<file path="src/rtl/qar_mem_arbiter_pkg.sv">
// qar_mem_arbiter_pkg
// Shared state and grant encodings for the fetch/data memory arbiter.
package qar_mem_arbiter_pkg;

    localparam int STARVE_W = 4;

    typedef enum logic [1:0] {
        ARB_IDLE   = 2'd0,
        ARB_LOCK_I = 2'd1,
        ARB_LOCK_D = 2'd2
    } arb_state_e;

    typedef enum logic [1:0] {
        GNT_NONE = 2'd0,
        GNT_I    = 2'd1,
        GNT_D    = 2'd2
    } arb_gnt_e;

    // Lock state entered when a grant does not complete in its first cycle
    function automatic arb_state_e lock_state_of(input arb_gnt_e gnt);
        arb_state_e st;
        case (gnt)
            GNT_I:   st = ARB_LOCK_I;
            GNT_D:   st = ARB_LOCK_D;
            default: st = ARB_IDLE;
        endcase
        return st;
    endfunction

endpackage

</file>
<file path="src/rtl/qar_mem_arbiter_if.sv">
// qar_mem_arbiter_if
// Bundles the core fetch bus (imem_*), core data bus (mem_*) and the single
// downstream port (m_*). The 'master' modport is the arbiter's view (it masters
// the downstream port); 'slave' is the environment's view (core + fabric).
interface qar_mem_arbiter_if #(
    parameter int ADDR_WIDTH = 32,
    parameter int DATA_WIDTH = 32
);
    logic                  imem_valid;
    logic [ADDR_WIDTH-1:0] imem_addr;
    logic                  imem_ready;
    logic [DATA_WIDTH-1:0] imem_rdata;

    logic                  mem_valid;
    logic                  mem_we;
    logic [ADDR_WIDTH-1:0] mem_addr;
    logic [DATA_WIDTH-1:0] mem_wdata;
    logic                  mem_ready;
    logic [DATA_WIDTH-1:0] mem_rdata;

    logic                  m_valid;
    logic                  m_we;
    logic [ADDR_WIDTH-1:0] m_addr;
    logic [DATA_WIDTH-1:0] m_wdata;
    logic                  m_ready;
    logic [DATA_WIDTH-1:0] m_rdata;

    modport master (
        input  imem_valid, imem_addr,
        input  mem_valid, mem_we, mem_addr, mem_wdata,
        input  m_ready, m_rdata,
        output imem_ready, imem_rdata,
        output mem_ready, mem_rdata,
        output m_valid, m_we, m_addr, m_wdata
    );

    modport slave (
        output imem_valid, imem_addr,
        output mem_valid, mem_we, mem_addr, mem_wdata,
        output m_ready, m_rdata,
        input  imem_ready, imem_rdata,
        input  mem_ready, mem_rdata,
        input  m_valid, m_we, m_addr, m_wdata
    );

endinterface

</file>
<file path="src/rtl/qar_mem_arbiter_starve_ctr.sv">
// qar_arb_starve_ctr
// 4-bit saturating count of data grants taken while a fetch is waiting.
// sat flags that the fetch must win the next arbitration.
module qar_arb_starve_ctr
    import qar_mem_arbiter_pkg::*;
#(
    parameter int MAX_WAIT = 4
) (
    input  logic clk,
    input  logic rst_n,
    input  logic inc,
    input  logic clr,
    output logic sat
);

    localparam logic [STARVE_W-1:0] MAX_WAIT_C = STARVE_W'(MAX_WAIT);

    logic [STARVE_W-1:0] cnt_r;

    // Count data completions, clear wins over increment, hold at MAX_WAIT
    always_ff @(posedge clk or negedge rst_n) begin
        if (!rst_n) begin
            cnt_r <= {STARVE_W{1'b0}};
        end else if (clr) begin
            cnt_r <= {STARVE_W{1'b0}};
        end else if (inc && !sat) begin
            cnt_r <= cnt_r + {{(STARVE_W-1){1'b0}}, 1'b1};
        end else begin
            cnt_r <= cnt_r;
        end
    end

    assign sat = (cnt_r == MAX_WAIT_C);

endmodule

</file>
<file path="src/rtl/qar_mem_arbiter.sv">
// qar_mem_arbiter
// Shares one memory port between the core's fetch and data buses. Data has
// fixed priority; after MAX_WAIT consecutive data grants with a fetch pending,
// the fetch is forced through. A grant that does not complete in its first
// cycle is locked until m_ready. The downstream request is combinational from
// the granted requester so a zero-wait memory adds no latency.
// Optional build macro: QAR_ARB_STATS_EN adds transfer/stall counters.
module qar_mem_arbiter
    import qar_mem_arbiter_pkg::*;
#(
    parameter int ADDR_WIDTH = 32,
    parameter int DATA_WIDTH = 32,
    parameter int MAX_WAIT   = 4
) (
    input  logic                   clk,
    input  logic                   rst_n,
    qar_mem_arbiter_if.master      bus,
    output logic                   proto_err
`ifdef QAR_ARB_STATS_EN
    ,
    output logic [15:0]            stat_fetch_cnt,
    output logic [15:0]            stat_data_cnt,
    output logic [15:0]            stat_stall_cnt
`endif
);

    arb_state_e state_r;
    arb_state_e state_nxt_s;
    arb_gnt_e   gnt_s;
    logic       drop_s;
    logic       proto_err_r;
    logic       starve_sat_s;
    logic       fetch_done_s;
    logic       data_done_s;

    // Grant selection and next state; reset forces no grant so m_valid drops at once
    always_comb begin
        gnt_s       = GNT_NONE;
        state_nxt_s = state_r;
        drop_s      = 1'b0;
        if (!rst_n) begin
            gnt_s       = GNT_NONE;
            state_nxt_s = ARB_IDLE;
        end else begin
            case (state_r)
                ARB_IDLE: begin
                    if (bus.imem_valid && (starve_sat_s || !bus.mem_valid)) begin
                        gnt_s = GNT_I;
                    end else if (bus.mem_valid) begin
                        gnt_s = GNT_D;
                    end else begin
                        gnt_s = GNT_NONE;
                    end
                end
                ARB_LOCK_I: begin
                    if (bus.imem_valid) begin
                        gnt_s = GNT_I;
                    end else begin
                        gnt_s  = GNT_NONE;
                        drop_s = 1'b1;
                    end
                end
                ARB_LOCK_D: begin
                    if (bus.mem_valid) begin
                        gnt_s = GNT_D;
                    end else begin
                        gnt_s  = GNT_NONE;
                        drop_s = 1'b1;
                    end
                end
                default: begin
                    gnt_s = GNT_NONE;
                end
            endcase

            if (gnt_s == GNT_NONE) begin
                state_nxt_s = ARB_IDLE;
            end else if (bus.m_ready) begin
                state_nxt_s = ARB_IDLE;
            end else begin
                state_nxt_s = lock_state_of(gnt_s);
            end
        end
    end

    // Downstream request and completion routing for the granted requester
    always_comb begin
        bus.m_valid    = 1'b0;
        bus.m_we       = 1'b0;
        bus.m_addr     = {ADDR_WIDTH{1'b0}};
        bus.m_wdata    = {DATA_WIDTH{1'b0}};
        bus.imem_ready = 1'b0;
        bus.imem_rdata = {DATA_WIDTH{1'b0}};
        bus.mem_ready  = 1'b0;
        bus.mem_rdata  = {DATA_WIDTH{1'b0}};
        case (gnt_s)
            GNT_I: begin
                bus.m_valid    = 1'b1;
                bus.m_addr     = bus.imem_addr;
                bus.imem_ready = bus.m_ready;
                bus.imem_rdata = bus.m_ready ? bus.m_rdata : {DATA_WIDTH{1'b0}};
            end
            GNT_D: begin
                bus.m_valid   = 1'b1;
                bus.m_we      = bus.mem_we;
                bus.m_addr    = bus.mem_addr;
                bus.m_wdata   = bus.mem_wdata;
                bus.mem_ready = bus.m_ready;
                bus.mem_rdata = bus.m_ready ? bus.m_rdata : {DATA_WIDTH{1'b0}};
            end
            default: begin
                bus.m_valid = 1'b0;
            end
        endcase
    end

    assign fetch_done_s = (gnt_s == GNT_I) && bus.m_ready;
    assign data_done_s  = (gnt_s == GNT_D) && bus.m_ready;

    qar_arb_starve_ctr #(
        .MAX_WAIT (MAX_WAIT)
    ) u_starve_ctr (
        .clk   (clk),
        .rst_n (rst_n),
        .inc   (data_done_s && bus.imem_valid),
        .clr   (fetch_done_s || !bus.imem_valid),
        .sat   (starve_sat_s)
    );

    // Arbitration state register
    always_ff @(posedge clk or negedge rst_n) begin
        if (!rst_n) begin
            state_r <= ARB_IDLE;
        end else begin
            state_r <= state_nxt_s;
        end
    end

    // Sticky flag for a locked requester abandoning its request
    always_ff @(posedge clk or negedge rst_n) begin
        if (!rst_n) begin
            proto_err_r <= 1'b0;
        end else if (drop_s) begin
            proto_err_r <= 1'b1;
        end else begin
            proto_err_r <= proto_err_r;
        end
    end

    assign proto_err = proto_err_r;

`ifdef QAR_ARB_STATS_EN
    logic [15:0] fetch_cnt_r;
    logic [15:0] data_cnt_r;
    logic [15:0] stall_cnt_r;
    logic        stall_s;

    assign stall_s = (bus.imem_valid && !bus.imem_ready) ||
                     (bus.mem_valid && !bus.mem_ready);

    // Wrapping counts of completed transfers and stalled cycles
    always_ff @(posedge clk or negedge rst_n) begin
        if (!rst_n) begin
            fetch_cnt_r <= 16'd0;
            data_cnt_r  <= 16'd0;
            stall_cnt_r <= 16'd0;
        end else begin
            fetch_cnt_r <= fetch_done_s ? fetch_cnt_r + 16'd1 : fetch_cnt_r;
            data_cnt_r  <= data_done_s  ? data_cnt_r  + 16'd1 : data_cnt_r;
            stall_cnt_r <= stall_s      ? stall_cnt_r + 16'd1 : stall_cnt_r;
        end
    end

    assign stat_fetch_cnt = fetch_cnt_r;
    assign stat_data_cnt  = data_cnt_r;
    assign stat_stall_cnt = stall_cnt_r;
`endif

endmodule
</file>
<file path="src/flat_wrapper.sv">
// flat-port wrapper written by rule: the top's interface ports become plain ports
module qar_mem_arbiter_flat import qar_mem_arbiter_pkg::*;
#(
    parameter int ADDR_WIDTH = 32,
    parameter int DATA_WIDTH = 32,
    parameter int MAX_WAIT   = 4
)
  (clk, rst_n, proto_err, bus_imem_valid, bus_imem_addr, bus_mem_valid, bus_mem_we, bus_mem_addr, bus_mem_wdata, bus_m_ready, bus_m_rdata, bus_imem_ready, bus_imem_rdata, bus_mem_ready, bus_mem_rdata, bus_m_valid, bus_m_we, bus_m_addr, bus_m_wdata);
  qar_mem_arbiter_if #(.ADDR_WIDTH(ADDR_WIDTH), .DATA_WIDTH(DATA_WIDTH)) bus_i ();
  input  logic clk;
  input  logic rst_n;
  output logic proto_err;
  input wire logic [$bits(bus_i.imem_valid)-1:0] bus_imem_valid;
  input wire logic [$bits(bus_i.imem_addr)-1:0] bus_imem_addr;
  input wire logic [$bits(bus_i.mem_valid)-1:0] bus_mem_valid;
  input wire logic [$bits(bus_i.mem_we)-1:0] bus_mem_we;
  input wire logic [$bits(bus_i.mem_addr)-1:0] bus_mem_addr;
  input wire logic [$bits(bus_i.mem_wdata)-1:0] bus_mem_wdata;
  input wire logic [$bits(bus_i.m_ready)-1:0] bus_m_ready;
  input wire logic [$bits(bus_i.m_rdata)-1:0] bus_m_rdata;
  output wire logic [$bits(bus_i.imem_ready)-1:0] bus_imem_ready;
  output wire logic [$bits(bus_i.imem_rdata)-1:0] bus_imem_rdata;
  output wire logic [$bits(bus_i.mem_ready)-1:0] bus_mem_ready;
  output wire logic [$bits(bus_i.mem_rdata)-1:0] bus_mem_rdata;
  output wire logic [$bits(bus_i.m_valid)-1:0] bus_m_valid;
  output wire logic [$bits(bus_i.m_we)-1:0] bus_m_we;
  output wire logic [$bits(bus_i.m_addr)-1:0] bus_m_addr;
  output wire logic [$bits(bus_i.m_wdata)-1:0] bus_m_wdata;
  assign bus_i.imem_valid = bus_imem_valid;
  assign bus_i.imem_addr = bus_imem_addr;
  assign bus_i.mem_valid = bus_mem_valid;
  assign bus_i.mem_we = bus_mem_we;
  assign bus_i.mem_addr = bus_mem_addr;
  assign bus_i.mem_wdata = bus_mem_wdata;
  assign bus_i.m_ready = bus_m_ready;
  assign bus_i.m_rdata = bus_m_rdata;
  assign bus_imem_ready = bus_i.imem_ready;
  assign bus_imem_rdata = bus_i.imem_rdata;
  assign bus_mem_ready = bus_i.mem_ready;
  assign bus_mem_rdata = bus_i.mem_rdata;
  assign bus_m_valid = bus_i.m_valid;
  assign bus_m_we = bus_i.m_we;
  assign bus_m_addr = bus_i.m_addr;
  assign bus_m_wdata = bus_i.m_wdata;
  qar_mem_arbiter #(.ADDR_WIDTH(ADDR_WIDTH), .DATA_WIDTH(DATA_WIDTH), .MAX_WAIT(MAX_WAIT)) u_core (.clk(clk), .rst_n(rst_n), .bus(bus_i), .proto_err(proto_err));
endmodule
</file>
<file path="config.mk">
export PLATFORM = sky130hd
export DESIGN_NAME = qar_mem_arbiter_flat
export DESIGN_NICKNAME = d
export VERILOG_FILES = /design/src/rtl/qar_mem_arbiter_pkg.sv /design/src/rtl/qar_mem_arbiter_if.sv /design/src/rtl/qar_mem_arbiter_starve_ctr.sv /design/src/rtl/qar_mem_arbiter.sv /design/src/flat_wrapper.sv
export SDC_FILE = /design/constraint.sdc
export NUM_CORES = 1
export LEC_CHECK = 0
export ABC_CLOCK_PERIOD_IN_PS = 3710
export CAP_MARGIN = 20
export CORE_AREA = 8 8 97 99
export CTS_BUF_LIST = sky130_fd_sc_hd__clkbuf_16
export DETAILED_ROUTE_END_ITERATION = 10
export DIE_AREA = 0 0 105 107
export HOLD_SLACK_MARGIN = 0.08
export PLACE_DENSITY = 0.86
export SLEW_MARGIN = 20
export SYNTH_ARGS = -nofsm -noshare
export SYNTH_HDL_FRONTEND = slang
export SYNTH_SLANG_ARGS = --single-unit
export TNS_END_PERCENT = 30
</file>
<file path="constraint.sdc">
create_clock -name clk -period 3.71 [get_ports clk]
set_clock_uncertainty 0.15 [all_clocks]
set_input_delay 0.9275 -clock clk [delete_from_list [all_inputs] [get_ports clk]]
set_output_delay 0.9275 -clock clk [all_outputs]
set_load 0.05 [all_outputs]
</file>
### Word level (Yosys, flattened, before mapping)

Index checks and enable logic that the tools add are counted.
Widths: inputs -> output; s select.

* register bits: 7
* input port bits: 134
* output and inout bits: 133
* logic and storage cells: 50

* $add $sub $neg: 1
* equality and inequality tests: 7
* multiplexer cells: 25
* reduce and logical (&&, ||, !) cells: 14

Operators with widths (number)
* $mux 32: 4
* $pmux 32 s2: 1
* $mux 2: 7
* $mux 1: 8
* $mux 4: 2
* $eq 2x1->1 const B: 3
* $eq 2x2->1 const B: 3
* $pmux 2 s3: 1
* $logic_and 1x1->1: 5
* $add 4x1->4 const B: 1
* $eq 4x3->1 const B: 1
* $logic_not 2->1: 2
* $pmux 2 s2: 1
* $logic_not 1->1: 3
* $logic_or 1x1->1: 2
* $pmux 1 s2: 1
* $reduce_bool 2->1: 1
* $reduce_or 2->1: 1

### Depth between registers and ports, before layout

Gate-level depths: netlist of the first run.

* depth in word-level cells: 13
* depth in mapped cells: 11
* mapped depth without buffers: 10

### Cells and area by module

A second synthesis of the first run with hierarchy kept.

* cell total of the unflattened synthesis: 248
* area total of the unflattened synthesis: 1684.1 um2

Modules (own cells, without submodules)
* qar_mem_arbiter: instances 1, cells an instance 224, area an instance 1450.1 um2, seq. area each 75.1 um2
* qar_arb_starve_ctr: instances 1, cells an instance 24, area an instance 234.0 um2, seq. area each 100.1 um2

### Worst setup path after synthesis of the first run

OpenSTA, ideal clock, no wires.

* path type: input to output
* start point: input bus_mem_valid
* end point: output bus_m_addr[14]
* data arrival time: 2995 ps
* required time: 2633 ps
* slack: -362 ps
* cell stages on the path: 8
* buffers on the path: 2
* path through: nor2b_1 > a2111oi_4 > and2_1 > ha_1 > buf_2 > buf_1 > a22oi_1 > nor2_1

* longest elaborated chain between the ends: 9
* elaborated cells between the ends (all ways): 11
* those cells by class: 2 x eq/ne; 6 x mux; 3 x reduce/logical

RTL lines
* start, declared: line flat_wrapper.sv:15 `input wire logic [$bits(bus_i.mem_valid)-1:0] bus_mem_valid;`
* $logic_not 1->1: line qar_mem_arbiter.sv:47 `if (bus.imem_valid && (starve_sat_s || !bus.mem_valid)) begin`
* $logic_or 1x1->1: line qar_mem_arbiter.sv:47
* $logic_and 1x1->1: line qar_mem_arbiter.sv:47
* $mux 2: line qar_mem_arbiter.sv:47
* $pmux 2 s3 (*): line qar_mem_arbiter.sv:45 `case (state_r)`
* $mux 2 (*) (2 in series): line qar_mem_arbiter.sv:41 `if (!rst_n) begin`
* $eq 2x2->1 or $eq 2x1->1 (tied branches): line qar_mem_arbiter.sv:96 `case (gnt_s)`
* $pmux 32 s2 (*): line qar_mem_arbiter.sv:96
* end, declared: line flat_wrapper.sv:27 `output wire logic [$bits(bus_i.m_addr)-1:0] bus_m_addr;`

Every way passes the cells marked *; elsewhere a longest branch is shown, timed or not. The select of a mux whose other input is x is not followed.

### Final worst setup path of the first run

* start point: input bus_mem_valid
* end point: output bus_m_wdata[1]

* longest elaborated chain between the ends: 9
* elaborated cells between the ends (all ways): 10
* those cells by class: 1 x eq/ne; 6 x mux; 3 x reduce/logical

RTL lines
* $logic_not 1->1: line qar_mem_arbiter.sv:47
* $logic_or 1x1->1: line qar_mem_arbiter.sv:47
* $logic_and 1x1->1: line qar_mem_arbiter.sv:47
* $mux 2: line qar_mem_arbiter.sv:47
* $pmux 2 s3 (*): line qar_mem_arbiter.sv:45
* $mux 2 (*) (2 in series): line qar_mem_arbiter.sv:41
* $eq 2x2->1 (*): line qar_mem_arbiter.sv:96
* $mux 32 (*): line qar_mem_arbiter.sv:96
* end, declared: line flat_wrapper.sv:28 `output wire logic [$bits(bus_i.m_wdata)-1:0] bus_m_wdata;`

Marks and branches as above.

==> flow_metrics.env, run 1 <==
export IMPL_p_switching_uw=423
export IMPL_cts_sinks=7
export IMPL_initial_core_util=0.207
export IMPL_timing_hold_worst_class="reg2reg"
export IMPL_clk_transition_reported_paths_ps=40
export IMPL_tightestPinTransition_ps=651
export IMPL_via_per_inst=5.13
export IMPL_htreeDepth=1
export IMPL_drt_initial_drc_count=67
export IMPL_leakagePower_nw=2.66
export IMPL_required_ps=2630
export IMPL_grt_pass1_vias=3566
export IMPL_die_area_mm2=0.0112
export IMPL_clock_path_buffers=2
export IMPL_drt_pass1_iter_count=4
export IMPL_r2r_start="u_core.u_starve_ctr.cnt_r[0]$_DFFE_PN0P_"
export IMPL_rsz0062_at_grt="true"
export IMPL_reg2reg_to="u_core.u_starve_ctr.cnt_r[2]$_DFFE_PN0P_"
export IMPL_worstSkewPairLatency_ps=230
export IMPL_multi_input_area_mm2=0.00194
export IMPL_syn_area_mm2=0.00164
export IMPL_holdWs_ps=391
export IMPL_wl_per_cell_um=26.7
export IMPL_slew_viol_final=0
export IMPL_seqCellArea_um2=175
export IMPL_dp_hpwl_um=11800
export IMPL_ctsRootBufferMaster="clkbuf_16"
export IMPL_area_growth_pct=317
export IMPL_rows=33
export IMPL_crit_fanout=16
export IMPL_rrSetupSlack_ps=540
export IMPL_max_slew_margin_rel=0.562
export IMPL_antenna_found_initial=2
export IMPL_p_clk_frac=0.172
export IMPL_port_buffers=266
export IMPL_yosys_cell_types_count=28
export IMPL_nNetsFinal=663
export IMPL_drt_met1_wl_um=5700
export IMPL_gp_congestion=0.909
export IMPL_drv_cap=0
export IMPL_cp_start_kind="input port"
export IMPL_seq_area_frac_synth=0.107
export IMPL_grt_overflow=0
export IMPL_cp_arrival_ps=2720
export IMPL_grt_first_pass_wirelength_um=22800
export IMPL_ff2ff_path_depth=12
export IMPL_ant_nets=0
export IMPL_vias=3214
export IMPL_top_layer_used="met4"
export IMPL_post_route_period_util=1.02
export IMPL_p_per_area_mw_per_mm2=154
export IMPL_cts_tree="done"
export IMPL_hold_viol=0
export IMPL_drc=0
export IMPL_ys_warn_count=0
export IMPL_hp_start="u_core.proto_err$_DFFE_PN0P_"
export IMPL_wl_um=16700
export IMPL_drive_gt1_frac=0.587
export IMPL_end_kind="output port"
export IMPL_post_route_min_period_ps=3800
export IMPL_finalPower_mw=1.06
export IMPL_ir_worst_vdd_mv=0.0946
export IMPL_avgSynthCellArea_um2=6.63
export IMPL_critPathKind="in2out"
export IMPL_coreArea_mm2=0.00793
export IMPL_seq_power_share=0.078
export IMPL_die_h_um=107
export IMPL_whs_path_depth=1
export IMPL_grt_usage=0.261
export IMPL_wl_met2_um=8720
export IMPL_die_width_um=105
export IMPL_internal_power_uw=637
export IMPL_outcome="complete, but fails checks"
export IMPL_power_frac_comb=0.749
export IMPL_netSwitchingFraction=0.399
export IMPL_ios=267
export IMPL_ys_seq_elements=7
export IMPL_synthCells=248
export IMPL_holdPathEnd="u_core.proto_err$_DFFE_PN0P_"
export IMPL_cts_buffers=3
export IMPL_grt_max_degree=71
export IMPL_violations="setup timing"
export IMPL_fillers=361
export IMPL_wl_met3_um=1600
export IMPL_synthesis_nets=390
export IMPL_setup_viol=44
export IMPL_max_clock_freq_ghz=0.263
export IMPL_fin_ws_ps=-87.3
-- worst max-delay path, stage by stage --
cell       delay, ps
buf_6            100
nor2b_4          120
a2111oi_4        410
buf_4            200
nand2_4           50
ha_4             250
buf_8            180
buf_12           140
and2_1           170
buf_12           160
-- through the flow --
step | area [µm²] | setup WS, ps | instances | setup TNS, ps | utilization
floorplan | 1710 | -204 | 248 | -5050 | -
global placement | 5920 | -329 | 605 | -31470 | 0.747
detailed placement | 5920 | -428 | 605 | -39340 | 0.747
CTS | 6580 | -38.8 | 625 | -108 | 0.829
global route | 6860 | -135 | 627 | -5370 | 0.866
finish | 6860 | -87.3 | 627 | -1970 | 0.866
-- area by class of cell --
cell class | count | area share
clock inverter | 1 | 0.000547
inverter | 8 | 0.00438
timing repair buffer | 297 | 0.655
antenna | 2 | 0.000729
clock buffer | 3 | 0.0109
multi-input combinational | 204 | 0.283
sequential | 7 | 0.0255
tap | 105 | 0.0191
-- what timing repair did --
item	in CTS	in global routing
hold buffers	0	0
endpoints found under the setup margin	132	93
pin swaps	16	13
gates resized for setup	65	73
setup buffers	8	0
cloned	8	2
-- placed cells by master, fill, tap and decap left out, drive strengths merged --
master | netlist | layout
nand4 | 1 | 1
and3b | 1 | 1
diode | 0 | 2
nor4bb | 1 | 1
buf | 4 | 163
nor2 | 35 | 35
nand2 | 6 | 6
nand2b | 1 | 1
and2 | 36 | 36
ha | 8 | 8
dfrtp | 7 | 7
clkbuf | 25 | 4
bufbuf | 0 | 1
a211oi | 1 | 1
a31oi | 1 | 1
a21boi | 3 | 3
inv | 8 | 9
and3 | 65 | 65
nor2b | 1 | 1
mux2i | 1 | 1
nand3 | 2 | 2
a2111oi | 1 | 1
nand3b | 1 | 1
dlygate4sd2 | 0 | 1
a22oi | 33 | 33
o21ai | 3 | 3
and2b | 1 | 1
o21bai | 1 | 1
clkdlybuf4s50 | 0 | 131
and4bb | 1 | 1
-- layer usage --
layer,vias up,global-route usage
met2,234,0.496
li1,1427,-
met3,42,0.0930
met4,0,0.0979
met5,-,0
met1,1511,0.252
-- synthesized netlist by cell type --
cell type	count	area share
nand2_1	6	0.014
mux2i_1	1	0.0061
and2b_4	1	0.0061
inv_1	8	0.018
and3_1	65	0.25
and4bb_1	1	0.0076
a31oi_1	1	0.0038
nand3_1	2	0.0061
nand3b_4	1	0.012
and3b_1	1	0.0053
a21boi_0	3	0.014
nor2b_1	1	0.0038
o21ai_0	3	0.0091
dfrtp_1	7	0.11
ha_1	8	0.061
clkbuf_1	25	0.057
nand4_1	1	0.0038
nor4bb_1	1	0.0061
a22oi_1	33	0.15
a211oi_2	1	0.0076
nand2b_1	1	0.0038
and2_1	35	0.13
o21bai_1	1	0.0046
nor2_1	35	0.080
and2_2	1	0.0046
a2111oi_4	1	0.017
buf_2	3	0.0091
buf_1	1	0.0023
-- power by group through the flow --
stage	Clock (mW)	Sequential (mW)	Combinational [mW]
6_report	0.183	0.0831	0.794
4_1_cts	0.183	0.0830	0.762
2_1_floorplan	0	0.0889	0.263
3_3_place_gp	0	0.0827	0.663
3_5_place_dp	0	0.0836	0.679
5_1_grt	0.189	0.0834	0.820
-- state kept, by name, indices dropped and copies added (netlist names) --
name,flops
u_core.state_r,2
u_core.u_starve_ctr.cnt_r,4
u_core.proto_err,1
-- logic make-up (layout without fill, tap and decap cells) --
| family | after synthesis | count (layout) | synth area share |
|---|---|---|---|
| flops | 7 | 7 | 0.107 |
| simple gates | 152 | 152 | 0.533 |
| compound gates | 43 | 43 | 0.206 |
| buf+inv | 37 | 309 | 0.0868 |
| other cells | 0 | 2 | 0 |
| mux | 1 | 1 | 0.00609 |
| fa+ha+maj | 8 | 8 | 0.0609 |
-- worst max path at each step --
| stage | from | end | slack, ps | cells after the start |
|---|---|---|---|---|
| final | bus_mem_valid | bus_m_wdata[1] | -90 | 10 |
| after global routing | bus_mem_valid | bus_m_addr[8] | -130 | 10 |
| after CTS | bus_mem_valid | bus_m_addr[16] | -40 | 11 |
| after detailed placement | bus_mem_valid | bus_m_addr[17] | -430 | 9 |
| after global placement | bus_mem_valid | bus_m_addr[10] | -330 | 9 |
| after floorplan | bus_mem_valid | bus_m_addr[0] | -200 | 7 |
(Power assumes the default switching activity.)
==> run 2, diff against run 1 <==
--- a/config.mk
+++ b/config.mk
@@ -12,7 +12,7 @@
 export DETAILED_ROUTE_END_ITERATION = 10
 export DIE_AREA = 0 0 105 107
 export HOLD_SLACK_MARGIN = 0.08
-export PLACE_DENSITY = 0.86
+export PLACE_DENSITY = 0.75
 export SLEW_MARGIN = 20
 export SYNTH_ARGS = -nofsm -noshare
 export SYNTH_HDL_FRONTEND = slang
==> run 2 against run 1 <==
  * The flow now finishes without violations
  * Maximum frequency rose by 2.8%
  * Total power down 1.9%
  * Sequential power fell by 1%
  * Worst setup slack better by 110 ps
  * Largest power group unchanged
  * Clock-buffer cell count unchanged
  * Critical endpoint is now bus_m_addr[31]
  * Wire length is 3.1% lower
  * Global-route usage is 0.17 points lower
  * Highest routed layer unchanged
  * Combinational power is 2% lower
  * Non-clock buffer count is 3 lower
  * Critical path type unchanged
  * Hold slack got worse by 52 ps
  * Clock power about the same
  * Utilization shrank 1.9 points
==> flow_metrics.env, run 2 (synthesis results as in run 1) <==
export IMPL_crit_fanout=10
export IMPL_mostFrequentLayoutCell="buf_12"
export IMPL_top_register="u_core.u_starve_ctr.cnt_r"
export IMPL_fillers=384
export IMPL_cp_cell_sequence="buf_8, and2b_4, a211oi_4, buf_6, nand2_4, ha_4, buf_12, buf_12, a22oi_1, nor2_1, buf_12"
export IMPL_max_clock_freq_ghz=0.271
export IMPL_stdcell_count=625
export IMPL_outcome="finished, final reports clean"
export IMPL_post_route_min_period_ps=3690
export IMPL_htreeDepth=1
export IMPL_tightestPinTransition_ps=533
export IMPL_tns_ps=0
export IMPL_area_growth_pct=308
export IMPL_ant_nets=0
export IMPL_drc=0
export IMPL_grt_max_degree=71
export IMPL_slew_viol_final=0
export IMPL_p_per_area_mw_per_mm2=155
export IMPL_wl_per_cell_um=25.9
export IMPL_leakagePower_nw=2.73
export IMPL_grt_first_pass_wirelength_um=22300
export IMPL_cts_sinks=7
export IMPL_ios=267
export IMPL_slowest_delay_ps=280
export IMPL_drt_pass1_iter_count=4
export IMPL_worstSkewPairLatency_ps=230
export IMPL_via_per_inst=5.04
export IMPL_largest_reg_flops=4
export IMPL_end_kind="output port"
export IMPL_gp_congestion=0.848
export IMPL_coreArea_mm2=0.00793
export IMPL_ctsRootBufferMaster="clkbuf_16"
export IMPL_mostFrequentLayoutCells="buf_12, clkdlybuf4s50_1, and3_4"
export IMPL_hold_viol=0
export IMPL_cts_buffers=3
export IMPL_wl_um=16200
export IMPL_post_route_period_util=0.995
export IMPL_nNetsFinal=660
export IMPL_fin_ws_ps=17.8
export IMPL_grt_pass1_vias=3507
export IMPL_initial_core_util=0.207
export IMPL_fin_util=0.847
export IMPL_timing_hold_worst_class="reg2reg"
export IMPL_die_h_um=107
export IMPL_die_width_um=105
export IMPL_post_place_ws_ps=-417
export IMPL_die_area_mm2=0.0112
export IMPL_cp_start_kind="input port"
export IMPL_cp_arrival_ps=2610
export IMPL_placed_cells_incl_taps=603
export IMPL_place_area_mm2=0.00588
export IMPL_grt_overflow=0
export IMPL_cts_tree="done"
export IMPL_antenna_found_initial=3
export IMPL_postCtsHoldBufs=0
export IMPL_dp_hpwl_um=11800
export IMPL_drt_initial_drc_count=110
export IMPL_drv_cap=0
export IMPL_port_buffers=266
export IMPL_clock_path_buffers=2
export IMPL_design_area_mm2=0.00671
export IMPL_crit_buf_inv=5
export IMPL_cpMostUsedCell="buf_12"
export IMPL_ir_worst_vdd_mv=0.118
export IMPL_crit_slowest_cell="a211oi_4"
export IMPL_drive_gt1_frac=0.547
export IMPL_vias=3149
export IMPL_rows=33
export IMPL_grt_usage=0.259
export IMPL_clk_transition_reported_paths_ps=40
export IMPL_required_ps=2630
export IMPL_rsz0062_at_grt="true"
export IMPL_max_slew_margin_rel=0.641
export IMPL_crit_family="buffers and inverters"
export IMPL_setup_viol=0
export IMPL_critPathKind="in2out"
[run 2: timing repair]
action                     4_1_cts  5_1_grt
setup buffers                    8        0
pin swaps                       18        7
setup endpoints to repair      132       69
gates cloned                     8        1
resized for setup               80       47
[run 2: final timing paths]
check	start	to	slack [ps]	cells after the start
setup reg to reg	u_core.state_r[0]$_DFF_PN0_	u_core.u_starve_ctr.cnt_r[2]$_DFFE_PN0P_	750	12
max in group asynchronous	rst_n	u_core.proto_err$_DFFE_PN0P_	2410	2
min in group asynchronous	rst_n	u_core.state_r[1]$_DFF_PN0_	870	2
hold reg to reg	u_core.proto_err$_DFFE_PN0P_	u_core.proto_err$_DFFE_PN0P_	340	1
setup / recovery	bus_imem_valid	bus_m_addr[31]	20	11
hold / removal	u_core.proto_err$_DFFE_PN0P_	u_core.proto_err$_DFFE_PN0P_	340	1
[run 2: metrics by stage]
step                hold slack, ps  total power, mW
floorplan                      378            0.352
global placement               321            0.738
detailed placement             336            0.751
CTS                            346             1.01
global route                   366             1.07
finish                         340             1.04
[run 2: area by class of cell]
cell class	count	area, µm²	area share
well taps	105	131	0.0196
diodes	3	7.51	0.00112
inverters	8	30.0	0.00447
flip-flops and latches	7	175	0.0261
clock buffers	3	75.1	0.0112
repair buffers	294	4470	0.666
multi-input cells	204	1820	0.271
clock inverters	1	3.75	0.000559
[run 2: power by group]
group | internal [mW] | switching, mW | leakage [nW] | total (mW)
sequential | 0.0798 | 0.00224 | 0.0964 | 0.0821
combinational | 0.408 | 0.367 | 2.60 | 0.775
clock | 0.140 | 0.0426 | 0.0423 | 0.183
total | 0.629 | 0.412 | 2.73 | 1.04
[run 2: routing by layer]
metal | part of all wire | track usage
met1 | 0.32 | 0.225
met2 | 0.54 | 0.488
met3 | 0.096 | 0.115
met4 | 0.047 | 0.145
met5 | 0 | 0
[run 2: worst register-to-register path, cell delays in order (launching register included)]
cell	delay, ps
dfrtp_1	390
inv_1	90
ha_1	210
and2b_4	220
a211oi_4	280
buf_6	150
nand2_4	50
ha_4	200
buf_12	130
buf_12	150
a21boi_0	440
o21ai_0	200
a31oi_1	230
